<file path="config.mk">
export PLATFORM = sky130hd
export DESIGN_NAME = delta_event_packer
export DESIGN_NICKNAME = d
export VERILOG_FILES = /design/src/rtl/delta_event_packer.sv
export SDC_FILE = /design/constraint.sdc
export NUM_CORES = 1
export LEC_CHECK = 0
export ABC_AREA = 1
export BUFFER_PORTS_ARGS = -buffer_cell sky130_fd_sc_hd__buf_4
export CAP_MARGIN = 10
export CORE_UTILIZATION = 30
export DETAILED_ROUTE_END_ITERATION = 8
export GPL_ROUTABILITY_DRIVEN = 0
export GPL_TIMING_DRIVEN = 0
export PLACE_DENSITY = 0.49
export SLEW_MARGIN = 20
export SYNTH_ARGS = -nofsm -noshare
export SYNTH_HDL_FRONTEND = slang
export SYNTH_SLANG_ARGS = --single-unit
</file>
<file path="constraint.sdc">
create_clock -name clk -period 2.5 [get_ports clk]
set_input_delay 0.125 -clock clk [delete_from_list [all_inputs] [get_ports clk]]
set_output_delay 0.125 -clock clk [all_outputs]
set_load 0.02 [all_outputs]
</file>
<file path="src/rtl/delta_event_packer.sv">
// delta_event_packer: timestamps delta-LIF spikes, queues them and streams each event as a ts byte then a diff byte
module delta_event_packer #(
    parameter int DEPTH = 4
) (
    input  logic                     clk,
    input  logic                     reset,
    input  logic                     spike_in,
    input  logic [7:0]               diff_in,
    output logic [7:0]               out_data,
    output logic                     out_valid,
    output logic                     out_last,
    input  logic                     out_ready,
    output logic [$clog2(DEPTH):0]   fifo_count,
    output logic                     overflow,
    output logic [7:0]               drop_cnt
);
    localparam int AW = $clog2(DEPTH);
    typedef enum logic [1:0] {IDLE, SEND_TS, SEND_DIFF} state_t;
    state_t state, state_nxt;
    logic [15:0] mem [DEPTH];
    logic [AW-1:0] wr_ptr, rd_ptr;
    logic [7:0] ts;
    logic full, pop, push, drop;
    assign full = fifo_count == (AW+1)'(DEPTH);
    assign pop = state == SEND_DIFF && out_ready;
    assign push = spike_in && (!full || pop);
    assign drop = spike_in && full && !pop;
    assign out_valid = state != IDLE;
    assign out_last = state == SEND_DIFF;
    assign out_data = state == SEND_TS ? mem[rd_ptr][15:8] : state == SEND_DIFF ? mem[rd_ptr][7:0] : 8'd0;
    // event storage; a slot is only read once the matching count says it was written
    always_ff @(posedge clk) begin
        if (push) mem[wr_ptr] <= {ts, diff_in};
    end
    // timestamp, queue pointers/occupancy and drop bookkeeping
    always_ff @(posedge clk) begin
        if (reset) begin
            ts <= 8'd0;
            wr_ptr <= '0;
            rd_ptr <= '0;
            fifo_count <= '0;
            overflow <= 1'b0;
            drop_cnt <= 8'd0;
        end else begin
            ts <= ts + 8'd1;
            wr_ptr <= push ? wr_ptr + AW'(1) : wr_ptr;
            rd_ptr <= pop ? rd_ptr + AW'(1) : rd_ptr;
            fifo_count <= push && !pop ? fifo_count + (AW+1)'(1) : !push && pop ? fifo_count - (AW+1)'(1) : fifo_count;
            overflow <= overflow | drop;
            drop_cnt <= drop && drop_cnt != 8'hFF ? drop_cnt + 8'd1 : drop_cnt;
        end
    end
    // output state register
    always_ff @(posedge clk) begin
        state <= reset ? IDLE : state_nxt;
    end
    // packet sequencing: ts byte, then diff byte, pop on the diff handshake
    always_comb begin
        state_nxt = IDLE;
        state_nxt = state == SEND_TS ? (out_ready ? SEND_DIFF : SEND_TS) :
                    state == SEND_DIFF ? (out_ready ? (fifo_count > (AW+1)'(1) ? SEND_TS : IDLE) : SEND_DIFF) :
                    (fifo_count != '0 ? SEND_TS : IDLE);
    end
endmodule

</file>
Word-level counts from Yosys, hierarchy flattened. Memories as Yosys holds them, arrays and structs flattened. A register that Yosys moved wholly into a read port is not among the register bits. Index checks and enable logic that the tools add are counted.

Memories: 1. Logic and storage cells: 48. RAM bits: 64. Register bits: 26.

Order comparisons: 1. Reductions and logical operators: 14. Multiplexer cells: 14. Equal/unequal tests: 4. Bitwise logic cells: 1. Add/subtract/negate cells: 6.

Memory list: mem (depth 4, bits a word 16, rd ports 1, clocked after Yosys merged registers in 1, write ports 1, line 20) `logic [15:0] mem [DEPTH];`.

Operators by type and width (count): $add 8x1->8 const B (2); $mux 8 (2); $mux 2 (6); $ne 8x8->1 const B (1); $logic_and 1x1->1 (7); $mux 3 (2); $add 2x1->2 const B (2); $mux 1 (4); $reduce_bool 2->1 (2); $add 3x1->3 const B (1); $eq 3x3->1 const B (1); $gt 3x1->1 const B (1); $logic_not 1->1 (3); $reduce_bool 3->1 (1); $sub 3x1->3 const B (1); $eq 2x1->1 const B (1); $eq 2x2->1 const B (1); $logic_or 1x1->1 (1); $or 1x1->1 (1).

Depth between registers and ports, before layout.
Depth after elaboration: 8. Gate-level depth with buffers: 11. Gate-level depth less buffers: 11.

Least setup slack after synthesis. OpenSTA, ideal clock, no wires.

Path type: reg-to-reg. Start point: register fifo_count[0]. End point: memory mem[0][0], enable pin. Clock period less this slack: 2108 ps. Library setup time: 389 ps. Buffers on the path: 0. Stages on the path, launching flop included: 6. Arrival: 1719 ps. Slack: 392 ps. Data required time: 2111 ps. Cell sequence: dfxtp_1 -> inv_1 -> ha_1 -> nand3_1 -> nand2_2 -> nor2_1.

Longest elaborated chain between the ends: 6.

Ends and longest elaborated chain: start: declaration (line 13) `output logic [$clog2(DEPTH):0] fifo_count,`; start signal: assignment (line 48) `fifo_count <= push && !pop ? fifo_count + (AW+1)'(1) : !push && pop ? fifo_count - (AW+1)'(1) : fifo_count;`; $eq 3x3->1 (line 24) `assign full = fifo_count == (AW+1)'(DEPTH);`; $logic_not 1->1 (line 26) `assign push = spike_in && (!full || pop);`; $logic_or 1x1->1 (line 26); $logic_and 1x1->1 (line 26); $mux 1 (line 33) `if (push) mem[wr_ptr] <= {ts, diff_in};`; $mux 1 (not written as such) (line 33); end: declaration (line 20).

No other way between the ends.

Final worst setup path.
Start point: register fifo_count[0]. End point: register fifo_count[2].

Longest elaborated chain between the ends: 7.

Ends and longest elaborated chain: $eq 3x3->1 (*) (line 24); $logic_not 1->1 (*) (line 26); $logic_or 1x1->1 (*) (line 26); $logic_and 1x1->1 (*) (line 26); via push (line 23) `logic full, pop, push, drop;`; $logic_not 1->1 (line 48); $logic_and 1x1->1 (line 48); $reduce_bool 2->1 (no source line).

Mark *: on every way through the listed nets, which the timed path passes. The rest lies on a longest branch. The select of a mux whose other input is x is not followed. A chain may end at the register's enable or synchronous reset.

==> results_dict.tcl <==
set metrics [dict create \
    nets 466 \
    vias 2739 \
    avgSynthCellArea_um2 10.1 \
    hold_viol_final 0 \
    cts_tree "yes" \
    antenna_found_initial 0 \
    p_leak_nw 1.85 \
    reg2reg_depth 10 \
    ant_nets 0 \
    async_flop_share 0 \
    setup.worst_path.end_class "flop" \
    min_path_cells 4 \
    core_area_mm2 0.0127 \
    cts_buffer_depth 2 \
    critPathRequiredTime_ps 2730 \
    vias_per_cell 4.42 \
    yosysTopAreaCell "edfxtp_1" \
    hold_class "input pin to flop" \
    slew_headroom 0.636 \
    r2r_end "fifo_count[2]" \
    instances_no_fill 620 \
    postSynthCellCount 386 \
    finClkSkew_ps 6.96 \
    period_share 0.795 \
    grt_max_degree 16 \
    yosys-top-cells-area "edfxtp_1, dfxtp_1, nor2_1" \
    first_pass_iters 4 \
    finalPower_mw 3.56 \
    areaGrowthSynthToFinish_pct 23.0 \
    maxCapViolations 0 \
    worst_r2r_startpoint "fifo_count[0]" \
    synth.distinct_cells 25 \
    clock-sinks 92 \
    rrSetupSlack_ps 510 \
    setup_tns_ps 0 \
    crit_chain "inv_1 -> ha_1 -> nand3_1 -> nand2_2 -> inv_1 -> ha_1 -> nor2_1 -> o21ai_0 -> o21ai_0 -> a21oi_1" \
    drc 0 \
    synth-seq-cells 92 \
    yosys_warnings 0 \
    synth_edf_count 64 \
    placedCellCount 595 \
    rows 41 \
    grt_pass1_vias 2693 \
    initial_core_util 0.308 \
    dp_hpwl_mm 5.89 \
    setup_viol_count_final 0 \
    track_usage 0.140 \
    die-area_mm2 0.0135 \
    outcome "complete, no violations" \
    cp_max_fo 7 \
    diodes 0 \
    rsz0062_at_grt "false" \
    worstSkewPairLatency_ps 340 \
    drive_above_1_share 0.181 \
    synth_seq_area_share 0.636 \
    ios 34 \
    drt_iter0_drc 139 \
    port_buffers 33 \
    crit_path_start_kind "flop" \
    cts_buffers 9 \
    slowest_stage "ha_1" \
    wl_per_cell_um 13.8 \
    cts_resized 0 \
    whs_endpoint "state[1]" \
    synth_common_cells "nor2_1, edfxtp_1, nand2_1" \
    max_stage_delay_ps 360 \
    fin_crit_ps 1990 \
    synth.most_common_cell "nor2_1" \
    tightest_slew_ps 547 \
    htreeDepth 3 \
    yosys.area.top_type_share 0.492 \
    grt_pass1_wl_mm 13.8 \
    max_freq_mhz 503 \
    routed_wl_mm 8.54 \
    cts.reportedPaths.clkPinSlew_ps 70 \
    holdWs_ps 95.9 \
    power.density_mw_per_mm2 740 \
    post_cts_buffers 0 \
    syn_nets 409 \
    cts_root_buffer "clkbuf_16" \
    fp.dieH_um 116 \
    slew_violations 0 \
    grt_overflow 0 \
    synth_area_mm2 0.00390 \
    synthFlopType "edfxtp_1" \
    criticalPathCategory "flop to flop" \
    arrival_ps 2220 \
    ir_worst_vdd_mv 0.354 \
    hp-start "out_ready" \
    fp.dieW_um 116 \
]
routing by layer:
layer | GRT usage | routed length, um | vias up
met2 | 0.231 | 4070 | 55
met4 | 0.0462 | 104 | 0
met5 | 0 | 0 | -
met3 | 0.0374 | 334 | 10
li1 | - | - | 1410
met1 | 0.178 | 4020 | 1264
critical path: cells and delay by family, from the launching register on:
kind / cells / cell delay, ps
compound gates: 3 / 310
fa+ha+maj: 2 / 580
buf+inv: 2 / 240
flops: 1 / 350
simple gates: 3 / 380
logic make-up after synthesis:
| family | Yosys count | share of synthesized area |
|---|---|---|
| adder cells (fa/ha/maj) | 11 | 0.0352 |
| XOR/XNOR | 7 | 0.0157 |
| flip-flops | 92 | 0.636 |
| buffers and inverters | 42 | 0.0442 |
| AND/OR/NAND/NOR | 160 | 0.170 |
| AO/OA/AOI/OAI | 74 | 0.0993 |
report_power, final:
part,leakage [nW],internal (mW),switching [mW]
Clock,0.145,0.770,0.559
Sequential,0.823,1.72,0.0414
Combinational,0.884,0.174,0.293
Total,1.85,2.66,0.893
cells in the final DEF, fill, tap and decap left out, drive strengths merged:
master	netlist	layout
dlygate4sd3	0	9
clkinvlp	0	1
buf	10	47
o21ai	58	58
xor2	6	6
dfxtp	28	28
inv	29	30
clkbuf	2	11
edfxtp	64	64
nor3	2	2
ha	11	11
bufinv	0	1
clkinv	1	5
a21oi	14	14
nand4	2	2
nor2	87	87
xnor2	1	1
nand2	59	59
a31oi	2	2
nand3	10	10
what timing repair did:
item	in CTS	in global routing
hold buffers	9	0
endpoints found under the hold margin	33	0
endpoints found under the setup margin	0	0
state kept, by name, summed over array words and instances, names as in the netlist, named ones only:
signal and flops:
wr_ptr 2, drop_cnt 8, rd_ptr 2, fifo_count 3, state 2, overflow 1, ts 8, mem 64
cell type report:
class                      count  area, um^2
buffer                        12        60.1
clock buffer                   9         225
clock inverter                 7        66.3
fill                        1274        7870
inverter                      30         113
multi-input combinational    252        1260
sequential                    92        2480
tap                          172         215
timing repair buffer          46         383
worst max-delay path by stage:
stage | to | cells past startpoint | start
after floorplan | mem[0][0] | 5 | fifo_count[0]
after global placement | mem[1][12] | 5 | fifo_count[0]
after detailed placement | mem[3][4] | 6 | fifo_count[0]
after CTS | mem[3][5] | 6 | fifo_count[0]
after global routing | fifo_count[2] | 10 | fifo_count[0]
final | fifo_count[2] | 10 | fifo_count[0]
stage by stage:
stage / area, um^2 / util / setup WS [ps]
finish: 4800 / 0.379 / 512
global route: 4800 / 0.379 / 252
CTS: 4800 / 0.379 / 438
detailed placement: 4420 / 0.349 / 468
global placement: 4370 / 0.345 / -144
floorplan: 3910 / - / 392
Note: power is estimated with default switching activity, not from simulation.
